<file path="src/rtl/exec_wb.sv">
// exec_wb: execute/write-back stage for a small accumulator-style datapath.
// Single-cycle ALU ops go straight to write-back; shifts run one bit per
// cycle and MUL runs a DW-step shift-add before write-back.
module exec_wb #(
    parameter int DW    = 8,
    parameter int count = 3
) (
    input  logic                 clk,
    input  logic                 reset,
    input  logic                 start,
    input  logic [2:0]           op,
    input  logic [count-2:0]     rs_idx,
    input  logic [DW-1:0]        rs_val,
    input  logic [DW-1:0]        rt_val,
    output logic                 busy,
    output logic                 write_enable,
    output logic [count-2:0]     rs_wr,
    output logic [DW-1:0]        write_data,
    output logic                 cout_write_enable,
    output logic [DW-1:0]        cout_data
);

    localparam int CW = $clog2(DW + 1);

    localparam logic [1:0] ST_IDLE = 2'd0;
    localparam logic [1:0] ST_RUN  = 2'd1;
    localparam logic [1:0] ST_WB   = 2'd2;

    localparam logic [2:0] OP_ADD = 3'b000;
    localparam logic [2:0] OP_SUB = 3'b001;
    localparam logic [2:0] OP_AND = 3'b010;
    localparam logic [2:0] OP_OR  = 3'b011;
    localparam logic [2:0] OP_SHL = 3'b100;
    localparam logic [2:0] OP_SHR = 3'b101;
    localparam logic [2:0] OP_MUL = 3'b110;
    localparam logic [2:0] OP_MOV = 3'b111;

    logic [1:0]       state;
    logic [2:0]       op_q;
    logic [count-2:0] rs_q;
    logic [DW-1:0]    a_q;
    logic [DW-1:0]    res_lo;
    logic [DW-1:0]    res_hi;
    logic [CW-1:0]    cnt;

    logic [DW:0]      add_sum;
    logic [DW:0]      mul_sum;

    // Adder for ADD carry and the partial-product accumulate step of MUL.
    // During MUL, res_hi holds the running high half and res_lo the
    // remaining multiplier bits (consumed LSB first).
    always_comb begin
        add_sum = {1'b0, rs_val} + {1'b0, rt_val};
        mul_sum = {1'b0, res_hi} + (res_lo[0] ? {1'b0, a_q} : '0);
    end

    // Control FSM and datapath registers. Operands are captured only when
    // start is accepted in IDLE, so later input changes cannot disturb a
    // running operation, and start is simply not looked at in RUN or WB.
    always_ff @(posedge clk or posedge reset) begin
        if (reset) begin
            state  <= ST_IDLE;
            op_q   <= '0;
            rs_q   <= '0;
            a_q    <= '0;
            res_lo <= '0;
            res_hi <= '0;
            cnt    <= '0;
        end else begin
            case (state)
                ST_IDLE: begin
                    if (start) begin
                        op_q   <= op;
                        rs_q   <= rs_idx;
                        a_q    <= rs_val;
                        res_hi <= '0;
                        cnt    <= '0;
                        state  <= ST_WB;
                        case (op)
                            OP_ADD: begin
                                res_lo <= add_sum[DW-1:0];
                                res_hi <= {{(DW-1){1'b0}}, add_sum[DW]};
                            end
                            OP_SUB: begin
                                res_lo <= rs_val - rt_val;
                                res_hi <= {{(DW-1){1'b0}}, (rs_val < rt_val)};
                            end
                            OP_AND: res_lo <= rs_val & rt_val;
                            OP_OR:  res_lo <= rs_val | rt_val;
                            OP_SHL, OP_SHR: begin
                                res_lo <= rs_val;
                                cnt    <= CW'(rt_val[2:0]);
                                if (rt_val[2:0] != 3'd0) begin
                                    state <= ST_RUN;
                                end
                            end
                            OP_MUL: begin
                                res_lo <= rt_val;
                                cnt    <= CW'(DW);
                                state  <= ST_RUN;
                            end
                            default: res_lo <= rt_val;
                        endcase
                    end
                end
                ST_RUN: begin
                    case (op_q)
                        OP_SHL: {res_hi, res_lo} <= {res_hi[DW-2:0], res_lo, 1'b0};
                        OP_SHR: {res_lo, res_hi} <= {1'b0, res_lo, res_hi[DW-1:1]};
                        default: {res_hi, res_lo} <= {mul_sum, res_lo[DW-1:1]};
                    endcase
                    cnt <= cnt - 1'b1;
                    if (cnt == CW'(1)) begin
                        state <= ST_WB;
                    end
                end
                ST_WB: begin
                    state <= ST_IDLE;
                end
                default: begin
                    state <= ST_IDLE;
                end
            endcase
        end
    end

    // Write-back outputs are only driven during WB and read zero otherwise.
    always_comb begin
        busy              = (state != ST_IDLE);
        write_enable      = (state == ST_WB);
        rs_wr             = (state == ST_WB) ? rs_q : '0;
        write_data        = (state == ST_WB) ? res_lo : '0;
        cout_write_enable = (state == ST_WB) && (op_q != OP_MOV);
        cout_data         = (state == ST_WB) ? res_hi : '0;
    end

endmodule

</file>
<file path="config.mk">
export PLATFORM = sky130hd
export DESIGN_NAME = exec_wb
export DESIGN_NICKNAME = d
export VERILOG_FILES = /design/src/rtl/exec_wb.sv
export SDC_FILE = /design/constraint.sdc
export NUM_CORES = 1
export LEC_CHECK = 0
export ABC_AREA = 0
export BUFFER_PORTS_ARGS = -buffer_cell sky130_fd_sc_hd__buf_2
export CORE_ASPECT_RATIO = 1.5
export CORE_MARGIN = 4
export CORE_UTILIZATION = 58
export DETAILED_ROUTE_END_ITERATION = 12
export PLACE_DENSITY = 0.84
export SYNTH_ARGS = -nofsm -noshare
export SYNTH_HDL_FRONTEND = slang
export SYNTH_SLANG_ARGS = --single-unit
</file>
<file path="constraint.sdc">
create_clock -name clk -period 6.66 [get_ports clk]
set_input_delay 1.665 -clock clk [delete_from_list [all_inputs] [get_ports clk]]
set_output_delay 1.665 -clock clk [all_outputs]
set_load 0.01 [all_outputs]
</file>
==> flow_metrics.env <==
export IMPL_rows=33
export IMPL_cts_resized=0
export IMPL_cp_depth=4
export IMPL_cts_hold_buf=0
export IMPL_drive_above_1_share=0.143
export IMPL_vias_per_cell=6.13
export IMPL_routed_via_count=3175
export IMPL_insertedDiodeCount=0
export IMPL_drtAntennaViolNets=0
export IMPL_drc=0
export IMPL_criticalPathCategory="flip-flop to output port"
export IMPL_min_path_cells=2
export IMPL_yosysWarnings=0
export IMPL_routed_wl_um=8730
export IMPL_place_congestion=0.924
export IMPL_synth_area_top_cells="dfrtp_1 26%, ha_1 13%, nand2_1 5.9%"
export IMPL_dp_cells=510
export IMPL_hold_slack_ps=472
export IMPL_cts_setup_buffers=0
export IMPL_synth_most_common_cell="nand2_1"
export IMPL_slowest_stage="nor2_1"
export IMPL_worstReg2RegStart="state[1]"
export IMPL_fillerInstances=470
export IMPL_cap_violations=0
export IMPL_crit_path_end_kind="output port"
export IMPL_critPathArrivalTime_ps=2290
export IMPL_portBuffers=44
export IMPL_fmax_ghz=0.253
export IMPL_multi_input_area_um2=2230
export IMPL_stdcell_count=518
export IMPL_rsz0062_at_grt="false"
export IMPL_leakagePower_uw=0.00179
export IMPL_yosys_area_top_type_share=0.265
export IMPL_wire_per_inst_um=16.9
export IMPL_period_minus_slack_ps=3950
export IMPL_power_density_nw_per_um2=346
export IMPL_fin_skew_ps=10.9
export IMPL_cts_tree="done"
export IMPL_setup_viol=0
export IMPL_slew_headroom=0.398
export IMPL_placed_area_um2=3540
export IMPL_hp_class="flip-flop to flip-flop"
export IMPL_syn_area_um2=3310
export IMPL_slowest_delay_ps=770
export IMPL_start_util=0.602
export IMPL_min_from="rs_q[0]"
export IMPL_numCtsBuffers=5
export IMPL_first_global_vias=3155
export IMPL_syn_instance_count=415
export IMPL_async_reset_ff_frac=1.00
export IMPL_syn_area_per_cell_um2=7.97
export IMPL_die_area_um2=7000
export IMPL_fin_setup_tns_ps=0
export IMPL_coreArea_um2=5490
export IMPL_final_design_area_no_fill_um2=3660
export IMPL_critPathLaunchType="flip-flop"
export IMPL_cp_required_ps=4990
export IMPL_ys_types=53
export IMPL_cts_path_max_buffers=2
export IMPL_grt_pass1_wl_um=14700
export IMPL_die_w_um=69.7
export IMPL_timing_rr_end="res_hi[0]"
export IMPL_slew_violations=0
export IMPL_clk_latency_ps=290
export IMPL_min_period_over_period=0.594
export IMPL_dp_hpwl_um=6630
export IMPL_holdPathEnd="rs_q[0]"
export IMPL_tightestPinTransition_ps=900
export IMPL_cp_max_fo=19
export IMPL_clkTransAtPathRegs_ps=80
export IMPL_cpLargestDelayFamily="simple AND/OR/NAND/NOR gates"
export IMPL_synth_nets=476
export IMPL_die_h_um=100
export IMPL_drt_iter0_drc=173
export IMPL_antenna_found_initial=0
export IMPL_path_cells="clkinv_1, nor2_1, and2_1, buf_2"
export IMPL_hold_viol=0
export IMPL_syn2layout_area_growth_pct=10.7
export IMPL_grt_max_degree=36
export IMPL_peakVddDrop_mv=0.147
export IMPL_yosys_register_bits=35
export IMPL_synth_edf_count=0
export IMPL_grtUsageTotal=0.257
export IMPL_clock_sinks=35
export IMPL_io_pin_count=45
export IMPL_grt_overflow=0
export IMPL_run_status="finished clean"
export IMPL_reg2reg_slack_ps=3830
export IMPL_worst_r2r_cell_count=5
export IMPL_root_buffer="clkbuf_8"
export IMPL_crit_buf_inv=2
export IMPL_yosysTopAreaCell="dfrtp_1"
export IMPL_seqCellArea_um2=876
export IMPL_cts_max_level=2
export IMPL_synth_flop_cell="dfrtp_1"
export IMPL_fin_nets=508
export IMPL_drt_pass1_iterations=5
export IMPL_synthTopCellsByCount="52 x nand2_1, 36 x a21oi_1, 35 x dfrtp_1, 34 x ha_1, 34 x o21ai_0"
export IMPL_synth_seq_area_share=0.265
where the power goes:
group          leakage [uW]  switching (uW)  internal [uW]
Combinational       0.00129             383            254
Clock             0.0000612            82.1            121
Sequential         0.000441             116            310
layout by cell type, fill, tap and decap left out, types with 2 or more instances in the layout:
cell,netlist,layout
a21o_1,7,7
xor2_1,4,4
o22ai_1,3,3
o211ai_1,3,3
o21ai_0,34,34
and3b_1,2,2
nor2_1,32,32
buf_4,0,3
nor3b_1,2,2
fa_1,3,3
nor2b_1,5,5
a31oi_1,6,6
mux4_2,4,4
inv_1,26,26
a21oi_1,36,36
a311oi_1,2,2
buf_2,9,44
o21bai_1,4,4
a22oi_1,4,4
a221oi_1,3,3
nor3_1,11,11
o221ai_1,5,5
nand4_1,2,2
dfrtp_1,35,35
and2_1,26,26
ha_1,34,34
xnor2_1,7,7
a211oi_1,5,5
nand2b_1,2,2
nand3_1,4,4
nand2_1,52,52
clkbuf_8,0,6
mux2i_1,10,10
final cells by class:
class                   count  area share
repair buffers             47      0.0663
well taps                  70      0.0239
multi-input cells         330       0.610
clock inverters             2     0.00957
flip-flops and latches     35       0.239
clock buffers               6      0.0226
inverters                  28      0.0287
stage by stage:
step	power [uW]	setup slack (ps)	utilization
detailed placement	1060	3020	0.645
finish	1270	2710	0.667
global route	1370	2540	0.667
global placement	1030	3070	0.645
CTS	1260	2730	0.667
floorplan	877	3360	-
routing by layer:
metal,vias up,routed length (um),GRT usage,part of all wire
li1,1523,-,-,-
met5,-,0,0,0
met2,135,4580,0.471,0.52
met1,1489,3280,0.291,0.38
met3,28,550,0.0399,0.063
met4,0,320,0.121,0.037
sequential cells by signal, indices dropped and copies added, names as in the netlist:
signal and count:
rs_q 2, a_q 8, res_lo 8, state 2, cnt 4, op_q 3, res_hi 8
worst max path at each step:
stage / startpoint / end / slack (ps)
2_1_floorplan: rs_val[0] / res_lo[2] / 3360
3_3_place_gp: rt_val[1] / res_lo[7] / 3070
3_5_place_dp: rt_val[1] / res_lo[7] / 3020
4_1_cts: state[1] / cout_data[1] / 2730
5_1_grt: state[1] / write_data[6] / 2540
6_report: state[1] / write_data[7] / 2710
cells by family (layout without fill, tap and decap cells):
family                   after synthesis  in the layout  share of synthesized area
flip-flops                            35             35                      0.265
AND/OR/NAND/NOR                      143            143                      0.205
buffers and inverters                 50             83                     0.0602
XOR/XNOR                              11             11                     0.0291
AO/OA/AOI/OAI                        125            125                      0.237
adder cells (fa/ha/maj)               37             37                      0.147
multiplexers                          14             14                     0.0575
worst reg2reg max path, cell delays in order, from the launching register on:
cell and delay, ps:
dfrtp_1 520, clkinv_1 330, nand2_1 640, nand2_1 700, a211oi_1 390, a21oi_1 100
No activity file was read; power rests on OpenSTA's default activity.
